$ cat src/rtl/rename_freelist_pkg.sv
// Shared helpers for the rename free list: width derivation and popcount.
package freelist_pkg;

    // Index width for a table of n entries (at least one bit).
    function automatic int pidx_width(input int n);
        return (n > 1) ? $clog2(n) : 1;
    endfunction

    // Width able to hold the values 0..d inclusive.
    function automatic int cnt_width(input int d);
        return (d > 0) ? $clog2(d + 1) : 1;
    endfunction

    // Number of set bits in a vector of up to 32 lanes.
    function automatic int unsigned popcount(input logic [31:0] v);
        int unsigned c;
        c = 0;
        for (int i = 0; i < 32; i++) begin
            c = c + 32'(v[i]);
        end
        return c;
    endfunction

endpackage

$ cat src/rtl/rename_freelist_compact.sv
// Lane compaction: for each valid lane, how many valid lanes sit below it,
// plus the total number of valid lanes. Used to pack sparse requests onto
// consecutive free-list entries. Supports up to 32 lanes.
module freelist_compact
    import freelist_pkg::*;
#(
    parameter int W = 4,
    localparam int OW = $clog2(W + 1)
) (
    input  logic [W-1:0]          valid,
    output logic [W-1:0][OW-1:0]  offs,
    output logic [OW-1:0]         cnt
);

    genvar gi;
    generate
        for (gi = 0; gi < W; gi++) begin : g_lane
            logic [W-1:0] below_mask;
            assign below_mask = W'((64'd1 << gi) - 64'd1);
            assign offs[gi]   = OW'(popcount(32'(valid & below_mask)));
        end
    endgenerate

    assign cnt = OW'(popcount(32'(valid)));

endmodule

$ cat src/rtl/rename_freelist.sv
// Physical-register free list for rename. A circular FIFO of free indices
// with a speculative head (advanced by allocation) and a committed head
// (advanced by commit); a flush snaps the speculative head back to the
// committed one, returning every uncommitted allocation in one cycle.
module rename_freelist
    import freelist_pkg::*;
#(
    parameter int NUM_PREG = 64,
    parameter int NUM_ARCH = 32,
    parameter int ALLOC_W  = 4,
    parameter int RLS_W    = 4,
    localparam int PIDX_W  = pidx_width(NUM_PREG),
    localparam int D       = NUM_PREG - NUM_ARCH,
    localparam int CNT_W   = cnt_width(D),
    localparam int CMT_W   = cnt_width(ALLOC_W)
) (
    input  logic                      clock,
    input  logic                      reset,
    input  logic [ALLOC_W-1:0]        io_req,
    output logic [ALLOC_W*PIDX_W-1:0] io_pidx,
    output logic [ALLOC_W-1:0]        io_pvld,
    output logic                      io_busy,
    input  logic [RLS_W-1:0]          io_rls,
    input  logic [RLS_W*PIDX_W-1:0]   io_rls_pidx,
    input  logic [CMT_W-1:0]          io_commit_cnt,
    input  logic                      io_flush,
    output logic [CNT_W-1:0]          io_free_cnt,
    output logic                      io_err
);

    localparam int PTR_W = pidx_width(D);
    localparam int AOW   = cnt_width(ALLOC_W);
    localparam int ROW   = cnt_width(RLS_W);

    // Advance a pointer by k (k <= D); a single wrap is enough.
    function automatic logic [PTR_W-1:0] ptr_add(input logic [PTR_W-1:0] ptr,
                                                 input logic [PTR_W:0]   k);
        logic [PTR_W:0] s;
        s = {1'b0, ptr} + k;
        if (s >= (PTR_W+1)'(D)) begin
            s = s - (PTR_W+1)'(D);
        end
        return s[PTR_W-1:0];
    endfunction

    logic [PIDX_W-1:0] entry_mem [D];
    logic [PTR_W-1:0]  spec_head_reg, cmt_head_reg, tail_reg;
    logic [PTR_W-1:0]  spec_head_next, cmt_head_next, tail_next;
    logic [CNT_W-1:0]  spec_cnt_reg, cmt_cnt_reg;
    logic [CNT_W-1:0]  spec_cnt_next, cmt_cnt_next;
    logic              err_reg;

    logic [ALLOC_W-1:0][AOW-1:0] alloc_off;
    logic [AOW-1:0]              n_req;
    logic [RLS_W-1:0][ROW-1:0]   rls_off;
    logic [ROW-1:0]              n_rls;

    logic [CNT_W-1:0] n_req_ext, n_rls_ext, commit_ext, outstanding;
    logic [CNT_W:0]   rls_sum;
    logic             grant, rls_ok, cmt_ok;

    logic [PTR_W-1:0] rd_ptr [ALLOC_W];
    logic [PTR_W-1:0] wr_ptr [RLS_W];

    freelist_compact #(.W(ALLOC_W)) u_alloc_compact (
        .valid (io_req),
        .offs  (alloc_off),
        .cnt   (n_req)
    );

    freelist_compact #(.W(RLS_W)) u_rls_compact (
        .valid (io_rls),
        .offs  (rls_off),
        .cnt   (n_rls)
    );

    assign n_req_ext   = CNT_W'(n_req);
    assign n_rls_ext   = CNT_W'(n_rls);
    assign commit_ext  = CNT_W'(io_commit_cnt);
    assign outstanding = cmt_cnt_reg - spec_cnt_reg;

    // All-or-nothing grant; outputs are forced idle while reset is held.
    assign grant   = reset && !io_flush && (n_req_ext <= spec_cnt_reg);
    assign io_pvld = grant ? io_req : '0;
    assign io_busy = reset && ((n_req_ext > spec_cnt_reg) || io_flush);

    // A release overflowing the committed count is a protocol error.
    assign rls_sum = {1'b0, cmt_cnt_reg} + (CNT_W+1)'(n_rls);
    assign rls_ok  = (rls_sum <= (CNT_W+1)'(D));
    // Committing more than is speculatively outstanding is a protocol error.
    assign cmt_ok  = (commit_ext <= outstanding);

    assign io_free_cnt = spec_cnt_reg;
    assign io_err      = err_reg;

    genvar gi;
    generate
        for (gi = 0; gi < ALLOC_W; gi++) begin : g_rd
            assign rd_ptr[gi] = ptr_add(spec_head_reg, (PTR_W+1)'(alloc_off[gi]));
            assign io_pidx[gi*PIDX_W +: PIDX_W] = entry_mem[rd_ptr[gi]];
        end
        for (gi = 0; gi < RLS_W; gi++) begin : g_wr
            assign wr_ptr[gi] = ptr_add(tail_reg, (PTR_W+1)'(rls_off[gi]));
        end
    endgenerate

    // Next pointers/counts: allocate, release, commit, then flush copies committed state.
    always_comb begin
        spec_head_next = spec_head_reg;
        cmt_head_next  = cmt_head_reg;
        tail_next      = tail_reg;
        spec_cnt_next  = spec_cnt_reg;
        cmt_cnt_next   = cmt_cnt_reg;
        if (grant) begin
            spec_head_next = ptr_add(spec_head_reg, (PTR_W+1)'(n_req));
            spec_cnt_next  = spec_cnt_reg - n_req_ext;
        end
        if (rls_ok) begin
            tail_next     = ptr_add(tail_reg, (PTR_W+1)'(n_rls));
            spec_cnt_next = spec_cnt_next + n_rls_ext;
            cmt_cnt_next  = cmt_cnt_reg + n_rls_ext;
        end
        if (cmt_ok) begin
            cmt_head_next = ptr_add(cmt_head_reg, (PTR_W+1)'(io_commit_cnt));
            cmt_cnt_next  = cmt_cnt_next - commit_ext;
        end
        if (io_flush) begin
            spec_head_next = cmt_head_next;
            spec_cnt_next  = cmt_cnt_next;
        end
    end

    // State registers and entry array; reset restores the initial free list.
    always_ff @(posedge clock or negedge reset) begin
        if (!reset) begin
            for (int i = 0; i < D; i++) begin
                entry_mem[i] <= PIDX_W'(NUM_ARCH + i);
            end
            spec_head_reg <= '0;
            cmt_head_reg  <= '0;
            tail_reg      <= '0;
            spec_cnt_reg  <= CNT_W'(D);
            cmt_cnt_reg   <= CNT_W'(D);
            err_reg       <= 1'b0;
        end else begin
            for (int i = 0; i < RLS_W; i++) begin
                if (rls_ok && io_rls[i]) begin
                    entry_mem[wr_ptr[i]] <= io_rls_pidx[i*PIDX_W +: PIDX_W];
                end
            end
            spec_head_reg <= spec_head_next;
            cmt_head_reg  <= cmt_head_next;
            tail_reg      <= tail_next;
            spec_cnt_reg  <= spec_cnt_next;
            cmt_cnt_reg   <= cmt_cnt_next;
            err_reg       <= err_reg | ~rls_ok | ~cmt_ok;
        end
    end

endmodule

$ cat config.mk
export PLATFORM = sky130hd
export DESIGN_NAME = rename_freelist
export DESIGN_NICKNAME = d
export VERILOG_FILES = /design/src/rtl/rename_freelist_pkg.sv /design/src/rtl/rename_freelist_compact.sv /design/src/rtl/rename_freelist.sv
export SDC_FILE = /design/constraint.sdc
export NUM_CORES = 1
export LEC_CHECK = 0
export BUFFER_PORTS_ARGS = -buffer_cell sky130_fd_sc_hd__buf_2
export CELL_PAD_IN_SITES_DETAIL_PLACEMENT = 0
export CELL_PAD_IN_SITES_GLOBAL_PLACEMENT = 1
export CORE_MARGIN = 8
export CORE_UTILIZATION = 56
export DETAILED_ROUTE_END_ITERATION = 8
export PLACE_DENSITY_LB_ADDON = 0.2
export SYNTH_ARGS = -nofsm -noshare
export SYNTH_HDL_FRONTEND = slang
export SYNTH_SLANG_ARGS = --single-unit
$ cat constraint.sdc
create_clock -name clock -period 9.1 [get_ports clock]
set_input_delay 0.455 -clock clock [delete_from_list [all_inputs] [get_ports clock]]
set_output_delay 0.455 -clock clock [all_outputs]
set_load 0.03 [all_outputs]
==> reports/metrics.cfg <==
[min_path]
holdCritStartpoint = io_commit_cnt[0]
hold_path_depth = 3
holdPathEnd = cmt_cnt_reg[0]
min_path_type = in -> reg

[clock_tree]
cts_setup_buffers = 0
clock_latency_ns = 0.61
clk_pin_slew_ns = 0.06
ctsLongestPathBuffers = 3
clock_sinks = 220
htree_num_levels = 1
root_buffer = clkbuf_16
cts_tree = built
cts_buffers = 29

[global_route]
grt_pass1_vias = 22200
antenna_found_initial = 4
grt_usage_pct = 45.2
grt_max_degree = 79
grt_pass1_wl_mm = 157
grt-ovfl-total = 0

[worst_setup_path]
ff2ff_path_depth = 15
crit_chain = buf_2, fa_1, ha_1, fa_1, inv_1, fa_1, xnor2_1, o31ai_1, nand4_1, nand3_1, nor2_1, a21oi_1, ha_1, nor2b_1, o21ai_0, nand3b_1, or4b_2, nand4_1
cp.arrival_ns = 6.79
cp_max_fo = 16
reg2reg_slack_ns = 3.61
worstReg2RegEnd = io_free_cnt[5]
crit_type = in -> reg
cpPeakStageDelay_ns = 0.95
cp_slowest_cell = nand4_1
regToRegStartpoint = cmt_cnt_reg[0]
endpoint_kind = flop
start_kind = input port
cp_data_required_time_ns = 9.61
path_common_cell = fa_1

[placed_design]
dp_hpwl_mm = 78.1
place.gp.congestion = 1.05
port_buffers = 73

[sta]
max_slew_margin_pct = 9.35
rsz0062_at_grt = false
hold_viol = 0
setup_viol = 0
worstMarginPinSlew_ns = 1.36
min_period_ns = 6.28
tns_ns = 0
clock.fmax_mhz = 159
skew_ns = 0.0348
slew_viol_final = 0
min_period_over_period_pct = 69.0
hold_ws_ns = 0.273

[floorplan]
fp.dieW_um = 219
dieArea_um2 = 48100
num_rows = 74
ios = 74
core-area_um2 = 40800
die_y_um = 219
initial_core_util_pct = 56.7

[logic_synthesis]
synth.area.top_cells = mux4_2 (23%), dfstp_2 (13%), dfrtp_1 (11%), mux2i_1 (8.6%), o221ai_1 (3.1%)
synth_nets = 2399
yosysSeqAreaShare_pct = 24.4
synth_top_area_cell = mux4_2
synth_top_area_share_pct = 23.3
synth.avg_cell_area_um2 = 10.1
postSynthCellCount = 2294
synth_cell_types = 66
synth_common_cells = mux4_2 (240), mux2i_1 (200), clkbuf_1 (173)
synthesis.area_um2 = 23200
synth_edf_count = 0
synth_top_flop_cell = dfstp_2
synth.most_common_cell = mux4_2
ys_ff_latch = 220
async_flop_share_pct = 100
synth_warnings = 0

[final_layout]
nNetsFinal = 2337
fillCellCount = 3385
multi_input_area_um2 = 16800
num_antenna_cells = 0
largest_reg_flops = 192
drive_gt1_share_pct = 27.7
regArea_um2 = 5650
syn_to_final_growth_pct = 8.41

[route]
first_pass_iters = 9
drc = 0
vias_per_cell = 8.33
routedWlPerCell_um = 39.7
vias = 23200
ant_nets = 0
drt_iter0_markers = 4098
routed_wl_mm = 110

[run_status]
outcome = finished, final reports clean

[power]
power_density_nw_per_um2 = 499
p_leak_nw = 9.98
ir_worst_vdd_v = 0.000443

[job]
drv_cap = 0

report_power, final:
part           leakage, nW  internal (mW)  switching (mW)
Clock                0.509          0.790           0.508
Combinational         6.96           3.62            4.91
Sequential            2.50           1.63            1.07
kinds of logic (layout without fill, tap and decap cells):
| group | after synthesis | after routing | synth area share (%) |
|---|---|---|---|
| xor gates and xnor gates | 45 | 45 | 1.70 |
| buffers and inverters | 271 | 231 | 4.49 |
| DFF | 220 | 220 | 24.4 |
| AOI/OAI and AO/OA | 696 | 696 | 21.0 |
| and+or+nand+nor | 515 | 515 | 10.3 |
| muxes | 480 | 480 | 33.9 |
| adders and majority gates | 67 | 67 | 4.14 |
per-layer routing:
metal  wire length (µm)  share of wire, %  vias up  GRT usage (%)
li1                   -                 -     9128              -
met1              39200                35    11400           57.3
met2              42300                38     2151           58.4
met3              21400                19      513           28.1
met4               7460               6.8        4           23.2
met5                134              0.12        -           1.87
critical path, delay by kind of cell:
family	cells	cell delay, ns
compound gates	3	0.78
simple gates	7	2.94
fa+ha+maj	5	2.15
xor+xnor	1	0.22
buf+inv	2	0.25
through the flow:
stage / util [%] / cells / cell area (µm²) / total power, mW / worst slack (ns)
global placement: 58.9 / 2732 / 24100 / 10.6 / 2.59
finish: 61.5 / 2786 / 25100 / 12.5 / 2.82
global route: 61.5 / 2786 / 25100 / 12.9 / 2.30
CTS: 61.5 / 2786 / 25100 / 12.1 / 2.93
detailed placement: 58.9 / 2732 / 24100 / 10.8 / 2.35
floorplan: - / 2294 / 23200 / 8.00 / 3.73
timing repair:
item / CTS / global route
hold endpoints to repair: 35 / 0
hold buffers: 1 / 0
gates resized for setup: 0 / 0
setup endpoints to repair: 0 / 0
how the worst max path moves through the flow:
stage / startpoint / end / slack (ns) / cells past startpoint
floorplan: io_rls[0] / io_free_cnt[5] / 3.73 / 18
global placement: io_rls[0] / io_free_cnt[5] / 2.59 / 18
detailed placement: io_rls[0] / io_free_cnt[5] / 2.35 / 18
CTS: io_rls[0] / io_free_cnt[5] / 2.93 / 18
global route: io_rls[0] / io_free_cnt[5] / 2.30 / 18
finish: io_rls[0] / io_free_cnt[5] / 2.82 / 18
area by class of cell:
cell class,count,share of cell area (%)
Inverter,51,0.762
Multi-Input combinational cell,1803,66.8
Sequential cell,220,22.5
Clock inverter,13,0.942
Timing Repair Buffer,127,3.12
Tap cell,532,2.65
Clock buffer,40,3.21
placed cells by master, fill, tap and decap left out, types with 18 or more instances in the layout:
master,n
mux4_2,240
mux2i_1,200
nand2_1,151
nor2_1,120
dfstp_2,114
o21ai_0,112
dfrtp_1,104
a21oi_1,97
nand3_1,96
a211oi_1,90
o221ai_1,83
buf_2,72
o211ai_1,66
o22ai_1,64
buf_4,53
inv_1,49
ha_1,47
mux2_2,40
nor3_1,39
clkbuf_16,29
a22oi_1,28
xnor2_1,25
and3_1,25
o31ai_1,20
nand4_1,19
a211o_1,18
a221oi_1,18
(Power assumes the default switching activity.)
